File: src/rtl/nn_pkg.sv
// Shared types and fixed-point helpers for the sequential NN layer controllers.
package nn_pkg;

    typedef enum logic [2:0] {
        ST_IDLE, ST_LOAD, ST_MAC, ST_DRAIN, ST_WRITE, ST_DONE
    } dense_seq_state_t;

    // One guard bit above the worst-case sum of MAX_N full products plus bias.
    function automatic int acc_width(input int width, input int max_n);
        return 2 * width + $clog2(max_n) + 1;
    endfunction

    function automatic longint fxp_max(input int width);
        return (longint'(1) <<< (width - 1)) - 1;
    endfunction

    function automatic longint fxp_min(input int width);
        return -(longint'(1) <<< (width - 1));
    endfunction

endpackage

File: src/rtl/fxp_requant.sv
// Requantise a full-precision accumulator: >>> FRAC, optional ReLU, narrow to WIDTH.
// DENSE_SEQ_SAT_EN selects saturating narrowing; otherwise the low WIDTH bits are kept.
module fxp_requant
    import nn_pkg::*;
#(
    parameter int WIDTH = 16,
    parameter int FRAC  = 8,
    parameter int ACC_W = 43
) (
    input  logic [ACC_W-1:0] acc_i,
    input  logic             relu_i,
    output logic [WIDTH-1:0] y_o
);

    logic signed [ACC_W-1:0] sh;

    always_comb begin
        sh = $signed(acc_i) >>> FRAC;
        if (relu_i && sh[ACC_W-1]) sh = '0;
    end

`ifdef DENSE_SEQ_SAT_EN
    localparam logic signed [ACC_W-1:0] SAT_HI = ACC_W'(fxp_max(WIDTH));
    localparam logic signed [ACC_W-1:0] SAT_LO = ACC_W'(fxp_min(WIDTH));

    always_comb begin
        if (sh > SAT_HI)      y_o = SAT_HI[WIDTH-1:0];
        else if (sh < SAT_LO) y_o = SAT_LO[WIDTH-1:0];
        else                  y_o = sh[WIDTH-1:0];
    end
`else
    logic unused_hi;
    assign unused_hi = ^sh[ACC_W-1:WIDTH];
    assign y_o       = sh[WIDTH-1:0];
`endif

endmodule

File: src/rtl/dense_seq_ctrl.sv
// Sequential dense-layer scheduler on one shared MAC: y[m] = requant(b[m] + sum_n w[m*N+n]*x[n]).
// Build with DENSE_SEQ_SAT_EN for saturating output narrowing (default wraps).
module dense_seq_ctrl
    import nn_pkg::*;
#(
    parameter int WIDTH = 16,
    parameter int FRAC  = 8,
    parameter int MAX_N = 784,
    parameter int MAX_M = 128,
    parameter int W_AW  = 17,
    parameter int A_AW  = 10
) (
    input  logic             clk,
    input  logic             rst,
    input  logic             start,
    input  logic [A_AW-1:0]  cfg_n,
    input  logic [A_AW-1:0]  cfg_m,
    input  logic             cfg_relu,
    output logic             busy,
    output logic             done,
    output logic             err,
    output logic             w_rd_en,
    output logic [W_AW-1:0]  w_rd_addr,
    input  logic [WIDTH-1:0] w_rd_data,
    output logic             x_rd_en,
    output logic [A_AW-1:0]  x_rd_addr,
    input  logic [WIDTH-1:0] x_rd_data,
    output logic             b_rd_en,
    output logic [A_AW-1:0]  b_rd_addr,
    input  logic [WIDTH-1:0] b_rd_data,
    output logic             y_we,
    output logic [A_AW-1:0]  y_addr,
    output logic [WIDTH-1:0] y_data
);

    localparam int              ACC_W   = acc_width(WIDTH, MAX_N);
    localparam logic [A_AW-1:0] MAX_N_A = A_AW'(MAX_N);
    localparam logic [A_AW-1:0] MAX_M_A = A_AW'(MAX_M);

    dense_seq_state_t state_q, state_d;
    logic [A_AW-1:0]  cfg_n_q, cfg_n_d, cfg_m_q, cfg_m_d, n_q, n_d, m_q, m_d;
    logic             relu_q, relu_d;
    logic [W_AW-1:0]  wa_q, wa_d;
    logic [ACC_W-1:0] acc_q, acc_d;
    logic             busy_q, busy_d, done_q, done_d, err_q, err_d;
    logic             rd_en_q, rd_en_d, b_en_q, b_en_d, y_we_q, y_we_d;
    logic [WIDTH-1:0] y_data_q, y_data_d, rq;

    logic [2*WIDTH-1:0] w_ext, x_ext, prod;
    logic [ACC_W-1:0]   prod_ext, bias_ext;

    always_comb begin
        w_ext    = {{WIDTH{w_rd_data[WIDTH-1]}}, w_rd_data};
        x_ext    = {{WIDTH{x_rd_data[WIDTH-1]}}, x_rd_data};
        prod     = w_ext * x_ext;
        prod_ext = {{(ACC_W-2*WIDTH){prod[2*WIDTH-1]}}, prod};
        bias_ext = {{(ACC_W-WIDTH){b_rd_data[WIDTH-1]}}, b_rd_data} << FRAC;
    end

    // Read data lags its address by one cycle, so MAC step n consumes the product of read n-1.
    always_comb begin
        state_d = state_q;
        cfg_n_d = cfg_n_q;
        cfg_m_d = cfg_m_q;
        relu_d  = relu_q;
        n_d     = n_q;
        m_d     = m_q;
        wa_d    = wa_q;
        acc_d   = acc_q;
        err_d   = 1'b0;
        case (state_q)
            ST_IDLE: if (start) begin
                if (cfg_n == '0 || cfg_m == '0 || cfg_n > MAX_N_A || cfg_m > MAX_M_A) begin
                    state_d = ST_DONE;
                    err_d   = 1'b1;
                end else begin
                    state_d = ST_LOAD;
                    cfg_n_d = cfg_n;
                    cfg_m_d = cfg_m;
                    relu_d  = cfg_relu;
                    m_d     = '0;
                    wa_d    = '0;
                end
            end
            ST_LOAD: begin
                state_d = ST_MAC;
                n_d     = '0;
                acc_d   = '0;
            end
            ST_MAC: begin
                acc_d = (n_q == '0) ? bias_ext : acc_q + prod_ext;
                wa_d  = wa_q + W_AW'(1);
                if (n_q == cfg_n_q - A_AW'(1)) state_d = ST_DRAIN;
                else                           n_d     = n_q + A_AW'(1);
            end
            ST_DRAIN: begin
                acc_d   = acc_q + prod_ext;
                state_d = ST_WRITE;
            end
            ST_WRITE: begin
                if (m_q == cfg_m_q - A_AW'(1)) begin
                    state_d = ST_DONE;
                end else begin
                    m_d     = m_q + A_AW'(1);
                    state_d = ST_LOAD;
                end
            end
            ST_DONE: state_d = ST_IDLE;
            default: state_d = ST_IDLE;
        endcase
    end

    fxp_requant #(.WIDTH(WIDTH), .FRAC(FRAC), .ACC_W(ACC_W)) u_requant (
        .acc_i  (acc_d),
        .relu_i (relu_q),
        .y_o    (rq)
    );

    // Outputs are registered from the next state so they line up with the state they describe.
    always_comb begin
        rd_en_d  = (state_d == ST_MAC);
        b_en_d   = (state_d == ST_LOAD);
        y_we_d   = (state_d == ST_WRITE);
        done_d   = (state_d == ST_DONE);
        busy_d   = (state_d != ST_IDLE);
        y_data_d = y_we_d ? rq : y_data_q;
    end

    always_ff @(posedge clk or posedge rst) begin
        if (rst) begin
            state_q  <= ST_IDLE;
            cfg_n_q  <= '0;
            cfg_m_q  <= '0;
            relu_q   <= 1'b0;
            n_q      <= '0;
            m_q      <= '0;
            wa_q     <= '0;
            acc_q    <= '0;
            busy_q   <= 1'b0;
            done_q   <= 1'b0;
            err_q    <= 1'b0;
            rd_en_q  <= 1'b0;
            b_en_q   <= 1'b0;
            y_we_q   <= 1'b0;
            y_data_q <= '0;
        end else begin
            state_q  <= state_d;
            cfg_n_q  <= cfg_n_d;
            cfg_m_q  <= cfg_m_d;
            relu_q   <= relu_d;
            n_q      <= n_d;
            m_q      <= m_d;
            wa_q     <= wa_d;
            acc_q    <= acc_d;
            busy_q   <= busy_d;
            done_q   <= done_d;
            err_q    <= err_d;
            rd_en_q  <= rd_en_d;
            b_en_q   <= b_en_d;
            y_we_q   <= y_we_d;
            y_data_q <= y_data_d;
        end
    end

    assign busy      = busy_q;
    assign done      = done_q;
    assign err       = err_q;
    assign w_rd_en   = rd_en_q;
    assign x_rd_en   = rd_en_q;
    assign w_rd_addr = wa_q;
    assign x_rd_addr = n_q;
    assign b_rd_en   = b_en_q;
    assign b_rd_addr = m_q;
    assign y_we      = y_we_q;
    assign y_addr    = m_q;
    assign y_data    = y_data_q;

endmodule

File: config.mk
export PLATFORM = sky130hd
export DESIGN_NAME = dense_seq_ctrl
export DESIGN_NICKNAME = d
export VERILOG_FILES = /design/src/rtl/nn_pkg.sv /design/src/rtl/fxp_requant.sv /design/src/rtl/dense_seq_ctrl.sv
export SDC_FILE = /design/constraint.sdc
export NUM_CORES = 1
export LEC_CHECK = 0
export BUFFER_PORTS_ARGS = -buffer_cell sky130_fd_sc_hd__clkbuf_2
export CAP_MARGIN = 20
export CORE_MARGIN = 2
export CORE_UTILIZATION = 60
export DETAILED_ROUTE_END_ITERATION = 12
export GPL_ROUTABILITY_DRIVEN = 0
export PLACE_DENSITY = 0.8
export SETUP_SLACK_MARGIN = 0.05
export SLEW_MARGIN = 20
export SYNTH_ARGS = -nofsm -noshare
export SYNTH_HDL_FRONTEND = slang
export SYNTH_SLANG_ARGS = --single-unit
File: constraint.sdc
create_clock -name clk -period 10.3 [get_ports clk]
set_clock_uncertainty 0.1 [all_clocks]
set_input_delay 1.03 -clock clk [delete_from_list [all_inputs] [get_ports clk]]
set_output_delay 1.03 -clock clk [all_outputs]
set_load 0.05 [all_outputs]
==> impl_results.md <==
* Boundary Pins at 142
* Number of global-route vias before repair at 14600
* Number of diodes at 0
* DRC Markers at 0
* Total track usage at 28.0%
* Fmax at 102 MHz
* CTS Root Buffer Type: clkbuf_16
* Number of synthesized register bits at 126
* Setup Viol. Count Final at 0
* DR WL/cell at 16.6 um
* Hold Crit Depth at 2
* Setup bufs post-CTS at 0
* RSZ-0062 raised after global routing: false
* TritonCTS clock tree: done
* Number of I/O port buffers at 141
* Distinct cells, synth at 66
* Number of synthesized flops with an enable pin at 0
* Slew headroom at 22.7%
* Slowest-stage cell, CP: fa_1
* Commonest non-fill, non-tap cell in the layout: inv_1
* Drt first pass iters at 5
* Most frequent cells in the layout: inv_1 (322), fa_1 (263), nand2_1 (223), clkbuf_2 (141), ha_1 (130)
* # rows at 63
* R2r startpoint: acc_q[0]
* Die extent in y at 176 um
* Die width at 176 um
* Share of cells above drive strength 1 at 10.6%
* Global-route wire length before repair at 70200 um
* Post-Synthesis Cells at 1979
* Syn Area/Cell at 8.99 um^2
* Antenna Nets Post-Route at 0
* Worst skew pair latency at 410 ps
* Sink Count at 126
* Post-synth ARST share at 100%
* Bufs on Longest Clock Path at 2
* Setup tns final at 0 ps
* Reg clk slew, reported paths at 60 ps
* Initial antenna violation count at 0
* Drt via density at 5.66
* Via count at 14000
* CP Class: in -> reg
* Largest net degree at the start of global routing at 83
* Top FF cell, synth: dfrtp_1
* Worst-margin pin slew at 1150 ps
* Worst Path Arrival at 9950 ps
* Total Routed Length at 41200 um
* Top cell by count, worst path: fa_1
* Final Max Slew Viols at 0
* Data required time of the worst path at 10470 ps
* H-tree levels at 4
* P&R area growth vs syn at 8.53%
* Crit. End Element: flop
* Final Net Count at 2541
* Ys Warns at 0
* Die area at 31000 um^2
* Hold Startpoint: acc_q[3]
* CP Launch Type: primary input
* Area leader, netlist: fa_1
* Core box area at 29400 um^2
* CTS buffer count at 17
* HP Class: reg -> reg
* Overflow after GRT at 0
* Fin crit period at 9780 ps
* Initial Utilization at 60.5%
* DRT iter0 DRCs at 891
* Final period utilization at 95.0%
* Sequential share of the synthesized area at 17.7%
* Hpwl dp at 33100 um
* Outcome: completed
* Top cell type's share of synthesized area at 29.6%
* Crit path from: x_rd_data[2]
* Critical path peak fanout at 15
* Worst r2r path cells at 16
* Post-Syn Area at 17800 um^2
* Synth area leaders: fa_1 (30%), dfrtp_1 (18%), ha_1 (9.1%)
* Fin. Hold Viols at 0
* Net Count, Synth at 2444
* MaxCap Viol Count at 0
* Crit path largest cell delay at 880 ps
## kinds of logic (layout without fill, tap and decap cells)
group | after synthesis | count (layout) | synth area share [%]
flops | 126 | 126 | 17.7
mux | 20 | 20 | 1.23
compound gates | 318 | 318 | 11.1
xor+xnor | 125 | 125 | 6.16
fa+ha+maj | 393 | 393 | 38.8
buf+inv | 399 | 507 | 8.74
simple gates | 598 | 598 | 16.3
## registers in the layout, summed over array words and instances, names as in the netlist
signal,cells
b_rd_addr,10
cfg_m_q,10
b_rd_en,1
done,1
relu_q,1
x_rd_addr,10
y_data,16
state_q,3
w_rd_addr,17
busy,1
acc_q,43
y_we,1
cfg_n_q,10
w_rd_en,1
err,1
## worst max-delay path: cells and delay by family
family | cells | cell delay, ps
and+or+nand+nor | 7 | 1390
AOI/OAI and AO/OA | 12 | 2800
buffers and inverters | 4 | 550
adders and majority gates | 8 | 4170
## final cells by class
class	count	area, um^2
flip-flops and latches	126	3150
fillers	2336	10100
repair buffers	154	820
multi-input cells	1454	13100
clock inverters	10	92.6
well taps	390	488
clock buffers	20	437
inverters	323	1210
## timing repair
item | in CTS | in global routing
hold buffers | 0 | 0
endpoints found under the setup margin | 0 | 3
gates resized for setup | 0 | 2
## metal layers
metal / up-vias / global-route usage, % / wire length (um)
met5: - / 0 / 0
met4: 0 / 8.20 / 1070
met1: 6991 / 37.6 / 17300
met3: 86 / 3.79 / 2310
li1: 6485 / - / -
met2: 454 / 47.7 / 20500
## Yosys cell counts (3+ instances only)
library cell and count:
or2_2 4, o21ai_0 87, ha_1 130, nor2_1 114, and3_1 16, a311oi_1 3
o211a_1 3, fa_1 263, and2_1 125, buf_4 11, a211o_1 3, nor4_1 10
nand3b_1 5, o211ai_1 17, a21oi_2 5, o31ai_1 6, o21bai_1 10, clkbuf_1 60
nor3_1 13, nand2b_1 17, o21a_1 12, nand2_1 223, nand4_1 15, mux2i_1 5
inv_1 323, a211oi_1 8, and4_1 3, a21oi_1 108, nor2b_1 14, a31oi_1 3
a22oi_1 6, dfrtp_1 126, or3_1 6, xor2_1 54, mux2_2 15, o22ai_1 3
buf_1 3, a21o_1 21, xnor2_1 71, nand3_1 21
## path summary, 6_finish.rpt
kind / endpoint / slack [ps]
hold / removal: acc_q[3] / 390
hold reg to reg: acc_q[3] / 390
min in group asynchronous: w_rd_addr[11] / 580
max in group asynchronous: acc_q[11] / 8370
setup / recovery: y_data[5] / 520
setup reg to reg: y_data[5] / 6450
## stage by stage
stage                     hold slack, ps  worst slack [ps]  area, um^2  std cells  util (%)
after floorplan                      356               987       17800       1979         -
after global placement               369               406       18800       2447      63.8
after detailed placement             380               188       18800       2447      63.8
after CTS                            398               628       19300       2477      65.6
after global routing                 422              52.8       19300       2477      65.6
final                                391               518       19300       2477      65.6
Power is left out: the tool's default activity adds up to more than one toggle a clock period on the data nets, which glitch-free logic cannot reach.
